==> src/rtl/vram_arbiter.sv <==
// Arbitrates the single async SRAM port between CPU byte accesses and VPU DMA reads.
// CPU access: WAIT+1 strobe cycles then a one-cycle cpu_ready; VPU read path is combinational.
// Backpressure: CPU is held off by withholding cpu_ready and by cpu_halt/cpu_ba; VPU via vpu_busy.
module vram_arbiter #(
    parameter int unsigned WAIT = 1
) (
    input  logic        clk,
    input  logic        rst,
    input  logic [15:0] cpu_addr,
    input  logic [7:0]  cpu_di,
    output logic [7:0]  cpu_do,
    input  logic        cpu_rw,
    input  logic        cpu_cs,
    output logic        cpu_ready,
    output logic        cpu_halt,
    input  logic        cpu_ba,
    input  logic [15:0] vpu_addr,
    input  logic        vpu_cs,
    input  logic        vpu_hold,
    output logic [7:0]  vpu_data,
    output logic        vpu_busy,
    output logic [15:0] mem_addr,
    input  logic [7:0]  mem_di,
    output logic [7:0]  mem_do,
    output logic        mem_ce,
    output logic        mem_oe,
    output logic        mem_we
);

    typedef enum logic [2:0] {
        IDLE,
        CPU_ACC,
        CPU_DONE,
        HALT_REQ,
        DMA,
        RELEASE
    } state_t;

    localparam logic [2:0] WAIT_CNT = 3'(WAIT);

    state_t      state_q, state_d;
    logic [2:0]  cnt_q, cnt_d;
    logic [15:0] addr_q;
    logic [7:0]  wdat_q;
    logic        rw_q;
    logic [7:0]  cpu_do_q;
    logic [7:0]  vpu_data_q;
    logic        ready_q;
    logic        halt_q;
    logic        busy_q;

    // VPU has priority in IDLE; an access already in CPU_ACC always runs to completion.
    always_comb begin
        state_d = state_q;
        cnt_d   = cnt_q;
        case (state_q)
            IDLE: begin
                if (vpu_hold) begin
                    state_d = HALT_REQ;
                end else if (cpu_cs) begin
                    state_d = CPU_ACC;
                    cnt_d   = WAIT_CNT;
                end
            end
            CPU_ACC: begin
                if (cnt_q == 3'd0) begin
                    state_d = CPU_DONE;
                end else begin
                    cnt_d = cnt_q - 3'd1;
                end
            end
            CPU_DONE: state_d = IDLE;
            HALT_REQ: begin
                if (!vpu_hold) begin
                    state_d = IDLE;
                end else if (cpu_ba) begin
                    state_d = DMA;
                end
            end
            DMA: begin
                if (!vpu_hold) begin
                    state_d = RELEASE;
                end
            end
            RELEASE: state_d = IDLE;
            default: state_d = IDLE;
        endcase
    end

    // Handshake outputs are registered from the next state so they line up with state_q.
    always_ff @(posedge clk) begin
        if (rst) begin
            state_q    <= IDLE;
            cnt_q      <= 3'd0;
            addr_q     <= 16'h0000;
            wdat_q     <= 8'h00;
            rw_q       <= 1'b1;
            cpu_do_q   <= 8'h00;
            vpu_data_q <= 8'h00;
            ready_q    <= 1'b0;
            halt_q     <= 1'b0;
            busy_q     <= 1'b1;
        end else begin
            state_q <= state_d;
            cnt_q   <= cnt_d;
            if (state_q == IDLE && !vpu_hold && cpu_cs) begin
                addr_q <= cpu_addr;
                wdat_q <= cpu_di;
                rw_q   <= cpu_rw;
            end
            if (state_q == CPU_ACC && cnt_q == 3'd0 && rw_q) begin
                cpu_do_q <= mem_di;
            end
            if (state_q == DMA && vpu_cs) begin
                vpu_data_q <= mem_di;
            end
            ready_q <= (state_d == CPU_DONE);
            halt_q  <= (state_d == HALT_REQ) || (state_d == DMA) || (state_d == RELEASE);
            busy_q  <= (state_d != DMA);
        end
    end

    // Strobes decode state_q; CPU_DONE and RELEASE leave the bus idle for turnaround.
    always_comb begin
        mem_addr = cpu_addr;
        mem_ce   = 1'b0;
        mem_oe   = 1'b0;
        mem_we   = 1'b0;
        case (state_q)
            CPU_ACC: begin
                mem_addr = addr_q;
                mem_ce   = 1'b1;
                mem_oe   = rw_q;
                mem_we   = ~rw_q;
            end
            CPU_DONE: mem_addr = addr_q;
            DMA: begin
                mem_addr = vpu_addr;
                mem_ce   = vpu_cs;
                mem_oe   = vpu_cs;
            end
            default: mem_addr = cpu_addr;
        endcase
    end

    assign mem_do    = wdat_q;
    assign cpu_do    = cpu_do_q;
    assign cpu_ready = ready_q;
    assign cpu_halt  = halt_q;
    assign vpu_busy  = busy_q;
    assign vpu_data  = (state_q == DMA) ? mem_di : vpu_data_q;

endmodule

==> config.mk <==
export PLATFORM = sky130hd
export DESIGN_NAME = vram_arbiter
export DESIGN_NICKNAME = d
export VERILOG_FILES = /design/src/rtl/vram_arbiter.sv
export SDC_FILE = /design/constraint.sdc
export NUM_CORES = 1
export LEC_CHECK = 0
export BUFFER_PORTS_ARGS = -buffer_cell sky130_fd_sc_hd__buf_2
export CELL_PAD_IN_SITES_DETAIL_PLACEMENT = 1
export CELL_PAD_IN_SITES_GLOBAL_PLACEMENT = 2
export CORE_MARGIN = 3
export CORE_UTILIZATION = 29
export CTS_CLUSTER_DIAMETER = 50
export DETAILED_ROUTE_END_ITERATION = 10
export PLACE_DENSITY_LB_ADDON = 0.25
export SYNTH_ARGS = -nofsm -noshare
export SYNTH_HDL_FRONTEND = slang
export SYNTH_SLANG_ARGS = --single-unit
==> constraint.sdc <==
create_clock -name clk -period 2.6 [get_ports clk]
set_input_delay 0.26 -clock clk [delete_from_list [all_inputs] [get_ports clk]]
set_output_delay 0.26 -clock clk [all_outputs]
set_load 0.05 [all_outputs]
### After elaboration in Yosys (flattened, before gate mapping)

Cells that the tools add are included.

* muxes and demuxes: 16
* equality and inequality tests: 12
* reduce and logical (&&, ||, !) cells: 13
* add/sub/neg operators: 1
* bitwise operators: 1

Operators by type and width (count)
* $pmux 16 s2: 1
* $mux 3: 9
* $eq 3x2->1 const B: 4
* $pmux 3 s4: 1
* $eq 3x3->1 const B: 3
* $mux 8: 1
* $logic_not 3->1: 2
* $ne 2x2->1 const B: 3
* $pmux 3 s2: 1
* $logic_and 1x1->1: 5
* $pmux 1 s2: 2
* $reduce_and 4->1: 1
* $eq 3x1->1 const B: 1
* $ne 3x3->1 const B: 1
* $sub 3x1->3 const B: 1
* $logic_or 1x1->1: 2
* $reduce_bool 2->1: 1
* $reduce_or 2->1: 1
* $logic_not 1->1: 1
* $mux 1: 1
* $not 1->1: 1

* input bits: 55
* word-level logic and storage cells: 53
* bits in registers: 50

### Longest topological paths before layout

Gate-level depths: netlist of run 1.

* word-level depth: 6
* gate-level depth with buffers: 6
* gate-level depth less buffers: 5

### Worst setup path before layout of run 1

OpenSTA, ideal clock, no wires.

* path kind: flip-flop to output port
* from: register state_q[0]
* to: output port mem_addr[10]
* path slack: 0.595 ns
* cell stages (with the launch flop): 7
* arrival time: 1.745 ns
* data required time: 2.340 ns
* path buffers: 3
* cells stage by stage: dfxtp_1 buf_2 xnor2_1 o21ba_2 clkbuf_1 clkbuf_1 a221o_1

* word-level cells in the longest chain between the ends: 3
* elaborated cells between the ends (all ways): 5
* classes of those cells: eq/ne (3); mux (1); reduce/logical (1)

RTL lines
* start: declaration: RTL line 41 `state_t state_q, state_d;`
* start signal: assignment: RTL line 104 `state_q <= state_d;`
* $eq 3x1->1 or $eq 3x2->1 (tied branches): RTL line 129 `case (state_q)`
* $reduce_or 2->1 (no line)
* $pmux 16 s2 *: RTL line 129
* end: declaration: RTL line 22 `output logic [15:0] mem_addr,`

Mark *: on every way between the ends. The rest lies on a longest branch, timed or not.

### Worst setup path in the final report of run 1

* from: register state_q[2]
* to: output port mem_addr[1]

Same word-level chain as after synthesis.

==> impl_metrics.tcl, run 1 <==
set metrics [dict create \
    crit_fanout 16 \
    synth_top_family_by_area "compound AO/OA/AOI/OAI gates" \
    leakage_uw 0.00131 \
    critPathLaunchType "flip-flop" \
    drt_pass1_iterations 4 \
    post-cts-setup-buffers 0 \
    synth_edf_count 0 \
    yosys_warnings 0 \
    worstHoldEndpoint "mem_do[2]$_SDFFE_PP0P_" \
    synth-xor-area-share 0.00362 \
    h-tree-depth 2 \
    finalCritPeriodShare 0.917 \
    rsz0062_at_grt "no" \
    vdd_ir_drop_max_mv 0.234 \
    synth_common_cells "dfxtp_1, a21oi_1, nand3_1" \
    fin_crit_ns 2.38 \
    synth_top_area_cell "dfxtp_1" \
    grt_use_total 0.165 \
    start_util 0.305 \
    coreArea_sq_um 7930 \
    synth_seq_cells 50 \
    worst_pin_slew_ns 0.959 \
    yosysMostFrequentCell "dfxtp_1" \
    ys_async_sr_fraction 0 \
    io_pins 101 \
    grt_pass1_wl_um 13000 \
    worstSetupPathType "flip-flop to primary output" \
    vias 2496 \
    synthFlopType "dfxtp_1" \
    yosys-mux-area-fraction 0.0703 \
    r2r-end "cnt_q[2]$_SDFFE_PP0P_" \
    drive_gt1_frac 0.351 \
    gp_congestion 0.762 \
    finalWirelength_um 7990 \
    grt_max_degree 51 \
    drv_cap 0 \
    detail_route.vias_per_cell 5.30 \
    route.detailed.wl_per_inst_um 17.0 \
    synth_top_area_share 0.413 \
    cp-end-kind "primary output" \
    grt_pass1_vias 2575 \
    syn_inst 281 \
    hold_start "cpu_di[2]" \
    die_x_um 97.4 \
    stdcell_count 471 \
    dieArea_sq_um 9480 \
    synth_area_leaders "dfxtp_1, a21oi_1, a221o_1, nand3_1, o21ai_0" \
    reg2reg_depth 3 \
    fin_nets 425 \
    avgSynthCellArea_sq_um 8.62 \
    yosys.area_share.simple 0.208 \
    clkLatencyLatePin_ns 0.30 \
    numClockSinks 50 \
    regToRegSetupSlack_ns 0.74 \
    cts_buffers 5 \
    hold_depth 3 \
    area_delta_synth_final_pct 27.2 \
    setup_violations 0 \
    portBuffers 100 \
    hold_viol_final 0 \
    fmax_ghz 0.419 \
    synthAdderAreaFrac 0.0103 \
    fp-row-count 32 \
    syn-cell-area_sq_um 2420 \
    ys_seq_area_frac 0.413 \
    dpl.hpwl_um 5620 \
    drc 0 \
    drt_iter0_drc 133 \
    drv_slew 0 \
    setup_tns_ns 0 \
    yosysUniqueCellTypes 41 \
    hold_class "primary input to flip-flop" \
    fin_skew_ns 0.00249 \
    status "completed" \
    clk_pin_slew_ns 0.09 \
    required_ns 2.34 \
    cts_tree "yes" \
    die_h_um 97.4 \
    r2r_start "state_q[0]$_SDFF_PP0_" \
    cp_data_arrival_time_ns 2.12 \
    p_per_area_nw_per_um2 694 \
    grt.overflow.total 0 \
    maxSlewHeadroom 0.360 \
    cts_max_path_buffers 2 \
    antenna_found_initial 0 \
    placed_cells 463 \
    synth-compound-area-share 0.241 \
    clockRootBuffer "clkbuf_8" \
    ant_nets 0 \
    synth_nets 338 \
]
## how the worst max path moves through the flow
stage / from / to / depth (start not counted)
after global placement: state_q[0]$_SDFF_PP0_ / mem_addr[2] / 4
after floorplan: state_q[0]$_SDFF_PP0_ / mem_addr[10] / 6
after detailed placement: state_q[0]$_SDFF_PP0_ / mem_addr[1] / 4
after global routing: state_q[2]$_SDFF_PP0_ / mem_addr[1] / 4
final: state_q[2]$_SDFF_PP0_ / mem_addr[1] / 4
after CTS: state_q[2]$_SDFF_PP0_ / mem_addr[1] / 4
## layout by cell type, fill, tap and decap left out, drive strengths merged, types with 2 or more instances in the layout
master  Yosys  routed
mux2        8       8
nand3b      2       2
dfxtp      50      50
buf         5     107
nor3b       4       4
mux2i       8       8
nor2       13      13
and2       17      17
or3         2       2
inv         4       4
ha          2       2
nand3      32      32
o21ai      35      35
or3b        4       4
clkbuf     22       7
a221o      16      16
and3b       2       2
a21oi      36      36
nor2b       2       2
## critical path: stages (launching register included)
cell and delay (ns):
dfxtp_1 0.63, nor3b_2 0.31, o21ba_2 0.31, a221o_1 0.35
buf_2 0.22
## metrics by stage
stage          area [sq um]  worst slack [ns]  hold slack, ns  power (uW)   util
3_5_place_dp           3000             0.173           0.473        1720  0.378
4_1_cts                3080             0.203           0.197        2170  0.388
5_1_grt                3080            0.0594           0.206        2260  0.388
2_1_floorplan          2420             0.595           0.344        1480      -
3_3_place_gp           3000             0.404           0.460        1700  0.378
6_report               3080             0.216           0.204        2140  0.388
## report_power, final
group | internal, uW | switching (uW)
clock network | 186 | 251
logic | 228 | 626
registers | 813 | 31.1
total | 1230 | 909
## kinds of logic after synthesis
group           after synthesis
compound gates               95
xor+xnor                      1
fa+ha+maj                     2
buf+inv                      31
flops                        50
mux                          16
simple gates                 86
## what timing repair did
action / 4_1_cts / 5_1_grt
gates resized for setup: 1 / 0
hold buffers: 0 / 0
endpoints found under the setup margin: 16 / 0
## registers in the layout (all words and copies together), names as in the netlist, 3 cells and up
name        flops
vpu_data_q      8
mem_do          8
addr_q         16
cnt_q           3
state_q         3
cpu_do          8
## cell type report
cell class | count | area (sq um)
Antenna cell | 1 | 2.50
Clock buffer | 7 | 76.3
Fill cell | 988 | 4850
Inverter | 4 | 15.0
Multi-Input combinational cell | 200 | 1300
Sequential cell | 50 | 1000
Tap cell | 102 | 128
Timing Repair Buffer | 107 | 553
## metal layers
metal  vias to the layer above  GRT usage  wire [um]
met1                      1215      0.202       3510
met2                        70      0.284       3930
li1                       1201          -          -
met4                         0     0.0490         99
met3                        10     0.0445        452
met5                         -          0          0
Power figures use the tool's default switching activity.
==> run 2: changes to the inputs <==
- ABC_AREA: not set -> 1
- CORE_UTILIZATION: 29 -> 26
==> run 2 against run 1 <==
Against the previous run: setup slack better by 0.056 ns; critical path type unchanged; synthesized cell count increased by 24%; fmax increased by 2.4%; worst hold slack worse by 0.027 ns; critical path depth rose by 3; non-clock buffer count unchanged; final cell count rose by 17%; largest power group is now registers; count of clock-buffer cells in the layout is 2 lower; via count increased by 0.92%; flip-flop and latch count unchanged; combinational power down 11%; sequential share of layout area increased by 0.31 points.
==> impl_metrics.tcl, run 2 <==
set metrics [dict create \
    status "completed" \
    worst_pin_slew_ns 0.586 \
    p_per_area_nw_per_um2 724 \
    ys_async_sr_fraction 0 \
    synth_edf_count 0 \
    fin_crit_ns 2.33 \
    largest_reg_flops 16 \
    drt_pass1_iterations 4 \
    ys_seq_area_frac 0.427 \
    yosysUniqueCellTypes 21 \
    grt_max_degree 35 \
    fp-row-count 34 \
    r2r-end "vpu_data_q[7]$_SDFFE_PP0P_" \
    slowest_stage "dfxtp_1" \
    pwr-share-comb 0.345 \
    synth_area_leaders "dfxtp_1, nand2_1, nor2_1, nand3_1, o21ai_0" \
    vdd_ir_drop_max_mv 0.252 \
    gp_congestion 0.717 \
    switching_share 0.404 \
    route.detailed.wl_per_inst_um 13.6 \
    grt_pass1_wl_um 12200 \
    power.share.clock 0.265 \
    h-tree-depth 2 \
    cp_data_arrival_time_ns 2.07 \
    clk_pin_slew_ns 0.10 \
    coreArea_sq_um 8720 \
    synth_common_cells "nand2_1, nor2_1, dfxtp_1" \
    hold_viol_final 0 \
    dpl.hpwl_um 5710 \
    io_pins 101 \
    synth_top_area_share 0.427 \
    crit_path_start "state_q[0]$_SDFF_PP0_" \
    detail_route.vias_per_cell 4.56 \
    fin_nets 501 \
    layout_common_cells "buf_2, nand2_1, nor2_1" \
    critPathTopFamily "simple AND/OR/NAND/NOR gates" \
    clockRootBuffer "clkbuf_8" \
    grt_pass1_vias 2543 \
    synth_nets 405 \
    dp_slack_ns 0.552 \
    seq_power_share 0.390 \
    switching_power_uw 892 \
    r2r_start "state_q[1]$_SDFF_PP0_" \
    clkLatencyLatePin_ns 0.31 \
    drv_slew 0 \
    avgSynthCellArea_sq_um 6.73 \
    rsz0062_at_grt "no" \
    post-cts-setup-buffers 0 \
    critPathLaunchType "flip-flop" \
    required_ns 2.34 \
    vias 2519 \
    slowest_delay_ns 0.46 \
    yosys_warnings 0 \
    portBuffers 100 \
    finalWirelength_um 7500 \
    n_antenna_cell 0 \
    hold_buffers 0 \
    synth_top_area_cell "dfxtp_1" \
    regToRegSetupSlack_ns 0.74 \
    maxSlewHeadroom 0.609 \
    cts_max_path_buffers 2 \
    drv_cap 0 \
    cts_resized 0 \
    path_buf_inv 2 \
    drive_gt1_frac 0.279 \
    final_core_util 0.350 \
    regMostFlops "addr_q" \
    cts_buffers 5 \
    final_common_cell "buf_2" \
    drt_iter0_drc 64 \
    syn-cell-area_sq_um 2340 \
    yosysMostFrequentCell "nand2_1" \
    cp-endpoint "mem_addr[13]" \
    start_util 0.269 \
    syn_inst 348 \
    ant_nets 0 \
    path_cells "nor2_4 -> nand2_1 -> inv_2 -> nor2_4 -> nand2_1 -> nand3_1 -> buf_2" \
    crit_fanout 34 \
    final_area_sq_um 3050 \
    fmax_ghz 0.430 \
    grt.overflow.total 0 \
    fin_skew_ns 0.0108 \
    grt_use_total 0.149 \
    numClockSinks 50 \
    place_area_sq_um 2930 \
    hold_class "primary input to flip-flop" \
    area_delta_synth_final_pct 30.2 \
    leakage_uw 0.00149 \
    internal_power_uw 1320 \
    synth_seq_cells 50 \
    drc 0 \
    reg2reg_depth 7 \
    die_h_um 101 \
    cts_tree "yes" \
    finalCritPeriodShare 0.895 \
    worstSetupPathType "flip-flop to primary output" \
    setup_violations 0 \
    antenna_found_initial 0 \
    setup_tns_ns 0 \
    setup_slack_ns 0.272 \
    synthFlopType "dfxtp_1" \
    dieArea_sq_um 10200 \
    die_x_um 101 \
    cp-end-kind "primary output" \
    cp.depth 7 \
]
[run 2: logic make-up after synthesis]
group                    count (synthesis)  synth area share
AO/OA/AOI/OAI                           58             0.124
adder cells (fa/ha/maj)                  2            0.0107
flip-flops                              50             0.427
XOR/XNOR                                 1           0.00374
buffers and inverters                   47            0.0886
AND/OR/NAND/NOR                        190             0.346
[run 2: power groups by stage]
stage / registers (uW) / logic [uW] / clock network, uW
after floorplan: 963 / 482 / 0
after global placement: 876 / 766 / 0
after detailed placement: 879 / 774 / 0
after CTS: 861 / 777 / 608
after global routing: 869 / 837 / 649
final: 860 / 762 / 585
[run 2: how the worst min path moves through the flow]
stage,startpoint,slack (ns),depth (start not counted),to
after floorplan,rst,0.33,1,cnt_q[1]$_SDFFE_PP0P_
after global placement,vpu_data_q[5]$_SDFFE_PP0P_,0.43,2,vpu_data_q[5]$_SDFFE_PP0P_
after detailed placement,vpu_data_q[1]$_SDFFE_PP0P_,0.44,2,vpu_data_q[1]$_SDFFE_PP0P_
after CTS,cpu_rw,0.16,3,rw_q$_SDFFE_PP1P_
after global routing,cpu_rw,0.16,3,rw_q$_SDFFE_PP1P_
final,cpu_rw,0.18,3,rw_q$_SDFFE_PP1P_
[run 2: metal layers]
layer | share of wire | up-vias | track usage
met3 | 0.051 | 6 | 0.0270
met5 | 0 | - | 0
met4 | 0.010 | 0 | 0.0368
li1 | - | 1303 | -
met1 | 0.44 | 1149 | 0.190
met2 | 0.50 | 61 | 0.259
[run 2: layout make-up]
cell class / instances / area (sq um)
clock inverter: 3 / 48.8
fill: 1163 / 5670
tap: 108 / 135
multi-input combinational: 251 / 1130
timing repair buffer: 107 / 553
clock buffer: 5 / 68.8
inverter: 29 / 109
sequential: 50 / 1000
[run 2: metrics by stage]
stage               cells  hold WS, ns  total power, uW
floorplan             348        0.329             1450
global placement      545        0.434             1640
detailed placement    545        0.443             1650
CTS                   553        0.158             2250
global route          553        0.164             2360
finish                553        0.177             2210
[run 2: worst register-to-register path, delay by kind of cell, from the launching register on]
family | cells | cell delay [ns]
compound gates | 2 | 0.26
buf+inv | 2 | 0.68
simple gates | 3 | 0.46
flops | 1 | 0.37
